<file path="src/rtl/display_readout_pkg.sv">
// Shared types, constants and the 7-segment glyph table for the decimal readout.
package display_readout_pkg;

  localparam int unsigned VALUE_W     = 32;
  localparam int unsigned NDIGITS_DEF = 10;
  localparam int unsigned NHEX        = 6;
  localparam int unsigned SEG_W       = 7;
  localparam int unsigned RAW_W       = 24;
  localparam logic [SEG_W-1:0] SEG_BLANK = 7'h7F;

  typedef enum logic [1:0] {IDLE, CONV, COMMIT} state_t;

  // Active-low gfedcba glyphs for 0-F.
  function automatic logic [SEG_W-1:0] seg_of(input logic [3:0] nib);
    logic [SEG_W-1:0] seg;
    case (nib)
      4'h0:    seg = 7'h40;
      4'h1:    seg = 7'h79;
      4'h2:    seg = 7'h24;
      4'h3:    seg = 7'h30;
      4'h4:    seg = 7'h19;
      4'h5:    seg = 7'h12;
      4'h6:    seg = 7'h02;
      4'h7:    seg = 7'h78;
      4'h8:    seg = 7'h00;
      4'h9:    seg = 7'h10;
      4'hA:    seg = 7'h08;
      4'hB:    seg = 7'h03;
      4'hC:    seg = 7'h46;
      4'hD:    seg = 7'h21;
      4'hE:    seg = 7'h06;
      default: seg = 7'h0E;
    endcase
    return seg;
  endfunction

endpackage

</file>
<file path="src/rtl/display_readout_if.sv">
// Request/response handshake between a value producer and the readout.
interface display_readout_if #(
  parameter int unsigned WIDTH = 32
);
  logic [WIDTH-1:0] value;
  logic             valid;
  logic             ready;
  logic             done;

  modport master (output value, valid, input ready, done);
  modport slave  (input value, valid, output ready, done);
endinterface

</file>
<file path="src/rtl/display_readout_seg7_encode.sv">
// Combinational nibble to active-low 7-segment glyph with forced blanking.
module seg7_encode
  import display_readout_pkg::*;
(
  input  logic [3:0]       nib_i,
  input  logic             blank_i,
  output logic [SEG_W-1:0] seg_c
);

  always_comb begin
    seg_c = seg_of(nib_i);
    if (blank_i) seg_c = SEG_BLANK;
  end

endmodule

</file>
<file path="src/rtl/display_readout.sv">
// Sequential double-dabble binary to BCD converter feeding a windowed
// six-digit 7-segment readout with leading-zero blanking.
module display_readout
  import display_readout_pkg::*;
#(
  parameter int unsigned WIDTH    = VALUE_W,
  parameter int unsigned NDIGITS  = NDIGITS_DEF,
  parameter bit          BLANK_LZ = 1'b1
) (
  input  logic                      clk,
  input  logic                      rst_n,
  display_readout_if.slave          bus,
  input  logic [1:0]                win_sel,
  output logic [NHEX-1:0][SEG_W-1:0] hex
);

  localparam int unsigned BCD_W = NDIGITS * 4;
  localparam int unsigned CNT_W = $clog2(WIDTH);

  state_t                      state_q, state_d;
  logic [WIDTH-1:0]            shreg_q, shreg_d;
  logic [BCD_W-1:0]            bcd_q, bcd_d, bcd_adj;
  logic [CNT_W-1:0]            cnt_q, cnt_d;
  logic [RAW_W-1:0]            val_q, val_d;
  logic [BCD_W-1:0]            digits_q, digits_d;
  logic [RAW_W-1:0]            raw_q, raw_d;
  logic                        have_q, have_d;
  logic                        ready_q, ready_d;
  logic                        done_q, done_d;
  logic [NHEX-1:0][SEG_W-1:0]  hex_q, hex_d;

  logic [NDIGITS-1:0]          lz;
  logic [NHEX-1:0][3:0]        nib_w;
  logic [NHEX-1:0]             blank_w;

  assign bus.ready = ready_q;
  assign bus.done  = done_q;
  assign hex       = hex_q;

  // State and datapath registers.
  always_ff @(posedge clk) begin
    if (!rst_n) begin
      state_q  <= IDLE;
      shreg_q  <= '0;
      bcd_q    <= '0;
      cnt_q    <= '0;
      val_q    <= '0;
      digits_q <= '0;
      raw_q    <= '0;
      have_q   <= 1'b0;
      ready_q  <= 1'b1;
      done_q   <= 1'b0;
      hex_q    <= {NHEX{SEG_BLANK}};
    end else begin
      state_q  <= state_d;
      shreg_q  <= shreg_d;
      bcd_q    <= bcd_d;
      cnt_q    <= cnt_d;
      val_q    <= val_d;
      digits_q <= digits_d;
      raw_q    <= raw_d;
      have_q   <= have_d;
      ready_q  <= ready_d;
      done_q   <= done_d;
      hex_q    <= hex_d;
    end
  end

  // Conversion FSM: accept, shift-add-3 for WIDTH cycles, then commit.
  always_comb begin
    state_d  = state_q;
    shreg_d  = shreg_q;
    bcd_d    = bcd_q;
    cnt_d    = cnt_q;
    val_d    = val_q;
    digits_d = digits_q;
    raw_d    = raw_q;
    have_d   = have_q;
    done_d   = 1'b0;
    bcd_adj  = bcd_q;

    for (int i = 0; i < int'(NDIGITS); i++) begin
      if (bcd_q[i*4 +: 4] >= 4'd5) bcd_adj[i*4 +: 4] = bcd_q[i*4 +: 4] + 4'd3;
    end

    case (state_q)
      IDLE: begin
        if (bus.valid && ready_q) begin
          state_d = CONV;
          shreg_d = bus.value;
          bcd_d   = '0;
          cnt_d   = '0;
          val_d   = bus.value[RAW_W-1:0];
        end
      end
      CONV: begin
        {bcd_d, shreg_d} = {bcd_adj, shreg_q} << 1;
        cnt_d = cnt_q + CNT_W'(1);
        if (cnt_q == CNT_W'(WIDTH - 1)) state_d = COMMIT;
      end
      COMMIT: begin
        digits_d = bcd_q;
        raw_d    = val_q;
        have_d   = 1'b1;
        done_d   = 1'b1;
        state_d  = IDLE;
      end
      default: state_d = IDLE;
    endcase

    ready_d = (state_d == IDLE);
  end

  // lz[k]: digit k and every more-significant digit are zero.
  always_comb begin
    lz = '0;
    lz[NDIGITS-1] = (digits_q[(NDIGITS-1)*4 +: 4] == 4'd0);
    for (int k = int'(NDIGITS) - 2; k >= 0; k--) begin
      lz[k] = lz[k+1] && (digits_q[k*4 +: 4] == 4'd0);
    end
  end

  // Window select; nothing is shown until the first conversion commits.
  always_comb begin
    nib_w   = '0;
    blank_w = '0;
    for (int p = 0; p < int'(NHEX); p++) begin
      case (win_sel)
        2'd0: begin
          nib_w[p]   = digits_q[p*4 +: 4];
          blank_w[p] = BLANK_LZ && (p != 0) && lz[p];
        end
        2'd1: begin
          nib_w[p]   = digits_q[(p+2)*4 +: 4];
          blank_w[p] = BLANK_LZ && (p != 0) && lz[p+2];
        end
        2'd2: begin
          nib_w[p]   = digits_q[(p+4)*4 +: 4];
          blank_w[p] = BLANK_LZ && (p != 0) && lz[p+4];
        end
        default: begin
          nib_w[p]   = raw_q[p*4 +: 4];
          blank_w[p] = 1'b0;
        end
      endcase
      if (!have_q) blank_w[p] = 1'b1;
    end
  end

  for (genvar g = 0; g < int'(NHEX); g++) begin : g_seg
    seg7_encode u_seg (
      .nib_i   (nib_w[g]),
      .blank_i (blank_w[g]),
      .seg_c   (hex_d[g])
    );
  end

endmodule

</file>
<file path="src/flat_wrapper.sv">
// flat-port wrapper written by rule: the top's interface ports become plain ports
module display_readout_flat import display_readout_pkg::*;
#(
  parameter int unsigned WIDTH    = VALUE_W,
  parameter int unsigned NDIGITS  = NDIGITS_DEF,
  parameter bit          BLANK_LZ = 1'b1
)
  (clk, rst_n, win_sel, hex, bus_value, bus_valid, bus_ready, bus_done);
  display_readout_if #(.WIDTH(WIDTH)) bus_i ();
  input  logic clk;
  input  logic rst_n;
  input  logic [1:0] win_sel;
  output logic [NHEX-1:0][SEG_W-1:0] hex;
  input wire logic [$bits(bus_i.value)-1:0] bus_value;
  input wire logic [$bits(bus_i.valid)-1:0] bus_valid;
  output wire logic [$bits(bus_i.ready)-1:0] bus_ready;
  output wire logic [$bits(bus_i.done)-1:0] bus_done;
  assign bus_i.value = bus_value;
  assign bus_i.valid = bus_valid;
  assign bus_ready = bus_i.ready;
  assign bus_done = bus_i.done;
  display_readout #(.WIDTH(WIDTH), .NDIGITS(NDIGITS), .BLANK_LZ(BLANK_LZ)) u_core (.clk(clk), .rst_n(rst_n), .bus(bus_i), .win_sel(win_sel), .hex(hex));
endmodule
</file>
<file path="config.mk">
export PLATFORM = sky130hd
export DESIGN_NAME = display_readout_flat
export DESIGN_NICKNAME = d
export VERILOG_FILES = /design/src/rtl/display_readout_pkg.sv /design/src/rtl/display_readout_if.sv /design/src/rtl/display_readout_seg7_encode.sv /design/src/rtl/display_readout.sv /design/src/flat_wrapper.sv
export SDC_FILE = /design/constraint.sdc
export NUM_CORES = 1
export LEC_CHECK = 0
export ABC_CLOCK_PERIOD_IN_PS = 2320
export CELL_PAD_IN_SITES_DETAIL_PLACEMENT = 1
export CELL_PAD_IN_SITES_GLOBAL_PLACEMENT = 2
export CORE_AREA = 2 2 173 175
export CTS_CLUSTER_SIZE = 24
export DETAILED_ROUTE_END_ITERATION = 10
export DIE_AREA = 0 0 175 177
export DONT_BUFFER_PORTS = 1
export GPL_TIMING_DRIVEN = 0
export HOLD_SLACK_MARGIN = 0.03
export PLACE_DENSITY_LB_ADDON = 0.1
export SYNTH_ARGS = -nofsm -noshare
export SYNTH_HDL_FRONTEND = slang
export SYNTH_SLANG_ARGS = --single-unit
</file>
<file path="constraint.sdc">
create_clock -name clk -period 2.32 [get_ports clk]
set_clock_uncertainty 0.15 [all_clocks]
set_input_delay 0.116 -clock clk [delete_from_list [all_inputs] [get_ports clk]]
set_output_delay 0.116 -clock clk [all_outputs]
set_load 0.01 [all_outputs]
</file>
==> results_dict.tcl <==
set metrics [dict create \
    slew_violations 0 \
    avgSynthCellArea_um2 8.98 \
    max_freq_mhz 443 \
    total_power_mw 8.42 \
    synth_nets 1241 \
    clock_power_share_pct 48.1 \
    async_flop_share_pct 0 \
    postRouteAntennaNets 0 \
    gp_congestion 0.815 \
    viasPerCell 5.10 \
    diodes 0 \
    htreeDepth 1 \
    rr_worst_depth 5 \
    required_ps 2570 \
    cap_violations 0 \
    rrSetupSlack_ps 60 \
    insertion_delay_ps 530 \
    crit_type "reg -> reg" \
    hold_class "in -> reg" \
    drc_errors 0 \
    wl_um 31000 \
    tightest_slew_ps 793 \
    layout-drive-gt1-share_pct 8.97 \
    grt_pass1_wl_um 49100 \
    crit_end "u_core.hex[3]" \
    cts_buffer_depth 3 \
    setup_viol 0 \
    die_y_um 177 \
    power_leakage_nw 4.13 \
    ff_latch_area_mm2 0.00424 \
    worstSetupStartpointType "register" \
    numCtsBuffers 26 \
    rsz0062_at_grt "false" \
    fillers 3393 \
    worstPathArrival_ps 2510 \
    first_pass_iters 4 \
    p_int_mw 6.36 \
    powerDensity_mw_per_mm2 703 \
    rr_endpoint "u_core.hex[3]" \
    ys_types 54 \
    p_comb_share_pct 6.7 \
    synthesis.area_mm2 0.0103 \
    grt_max_degree 13 \
    vias 8246 \
    switching_share_pct 24.4 \
    finalInstanceArea_mm2 0.0120 \
    multi_input_area_mm2 0.00560 \
    cts_sinks 212 \
    slew_headroom_pct 47.2 \
    final_nets 1302 \
    status "finished, final reports clean" \
    worstPathMaxFanout 5 \
    placed_cell_area_mm2 0.0108 \
    fp-row-count 63 \
    antenna_found_initial 0 \
    yosys.area.top_type "dfxtp_1" \
    fin_crit_sh_pct 97.4 \
    hold_viol 0 \
    ys_seq_elements 212 \
    initial_core_util_pct 35.2 \
    coreArea_mm2 0.0292 \
    synth_edf_count 0 \
    ios 81 \
    wl_per_cell_um 19.2 \
    min_from "bus_valid" \
    p_sw_mw 2.05 \
    netlist_instances 1146 \
    power_frac_seq_pct 45.2 \
    yosysSeqAreaShare_pct 41.3 \
    cts_tree "done" \
    die_x_um 175 \
    cts.reportedPaths.clkPinSlew_ps 60 \
    synth-main-ff-cell "dfxtp_1" \
    worstReg2RegStart "u_core.digits_q[8]" \
    synth_top_area_share_pct 41.3 \
    syn2layout_area_growth_pct 16.4 \
    period_minus_slack_ps 2260 \
    end_kind "register" \
    grt_overflow 0 \
    clock-root-buffer "clkbuf_16" \
    synth_most_common_cell "nand2_1" \
    first_global_vias 8389 \
    netlist_top_cells_count "nand2_1, dfxtp_1, a21boi_0" \
    fp.dieArea_mm2 0.0310 \
    vdd_drop_max_v 0.000490 \
    ys_warn_count 0 \
    hpwl_um 23000 \
    synthTopCellsByArea "dfxtp_1, nand2_1, a21boi_0" \
    drt_iter0_markers 406 \
    gr-usage-all-layers_pct 20.1 \
    crit_start "u_core.digits_q[8]" \
    io_buffers 0 \
]
worst max-delay path, cell delays in order, from the launching register on:
cell,delay (ps)
dfxtp_1,390
mux4_2,560
inv_1,160
ha_1,260
mux4_2,450
nand2b_1,150
per-layer routing:
metal | vias to the layer above | track usage [%] | part of all wire [%]
met5 | - | 0 | 0
met1 | 3963 | 28.2 | 49
met3 | 49 | 2.49 | 3.1
met4 | 0 | 5.03 | 2.7
met2 | 132 | 32.8 | 45
li1 | 4102 | - | -
how the worst min path moves through the flow:
stage	endpoint	slack, ps	cells after the start
after global routing	u_core.hex[4]	90	3
after floorplan	u_core.val_q[10]	110	2
after detailed placement	u_core.val_q[18]	120	2
after global placement	u_core.val_q[1]	120	2
final	u_core.bcd_q[20]	40	4
after CTS	u_core.hex[4]	30	3
registers in the layout, summed over array words and instances, names as in the netlist:
signal and flops:
u_core.shreg_q 32, u_core.bus.done 1, u_core.hex 42, u_core.bcd_q 40, u_core.val_q 24, u_core.bus.ready 1, u_core.cnt_q 5, u_core.raw_q 24
u_core.have_q 1, u_core.state_q 2, u_core.digits_q 40
layout make-up:
class / instances / share of cell area, %
multi-input combinational: 822 / 46.7
sequential: 212 / 35.4
clock buffer: 36 / 6.09
tap: 390 / 4.07
timing repair buffer: 34 / 2.84
buffer: 71 / 2.61
inverter: 40 / 1.25
clock inverter: 11 / 0.951
power by group through the flow:
| stage | logic, mW | clock network (mW) | registers [mW] |
|---|---|---|---|
| floorplan | 0.346 | 0 | 3.86 |
| global route | 0.629 | 4.29 | 3.82 |
| detailed placement | 0.508 | 0 | 3.88 |
| finish | 0.564 | 4.05 | 3.80 |
| CTS | 0.566 | 4.16 | 3.80 |
| global placement | 0.500 | 0 | 3.88 |
what timing repair did:
action / 4_1_cts / 5_1_grt
hold buffers: 34 / 0
gates resized for setup: 2 / 17
endpoints found under the setup margin: 8 / 93
endpoints found under the hold margin: 59 / 0
setup buffers: 0 / 0
cell usage in the layout, fill, tap and decap left out, drive strengths merged, types with 5 or more instances in the layout:
cell,n
nand2,228
dfxtp,212
a21boi,99
clkbuf,94
nor2,72
ha,58
o21ai,41
inv,40
o221ai,39
dlygate4sd3,34
nand2b,28
mux4,26
and2,24
a21oi,23
o211ai,20
nor2b,19
mux2,18
nand3,16
a22oi,15
nor3,13
buf,13
mux2i,11
xnor2,10
xor2,9
o32ai,9
nor4,9
clkinv,7
or2,7
o21a,5
o22ai,5
through the flow:
stage	cells	util (%)	setup WS, ps	hold slack [ps]	TNS [ps]
floorplan	1146	-	49.6	111	0
global placement	1536	36.8	-310	117	-2820
detailed placement	1536	36.8	-344	124	-4030
CTS	1617	40.9	39.2	30.2	0
global route	1616	41.0	7.00	85.7	0
finish	1616	41.0	61.1	40.7	0
logic make-up after synthesis:
group | count (synthesis) | synth area share (%)
buf+inv | 112 | 4.43
mux | 55 | 8.73
compound gates | 268 | 18.8
xor+xnor | 19 | 1.62
fa+ha+maj | 58 | 7.06
flops | 212 | 41.3
simple gates | 422 | 18.1
Note: power is estimated with default switching activity, not from simulation.
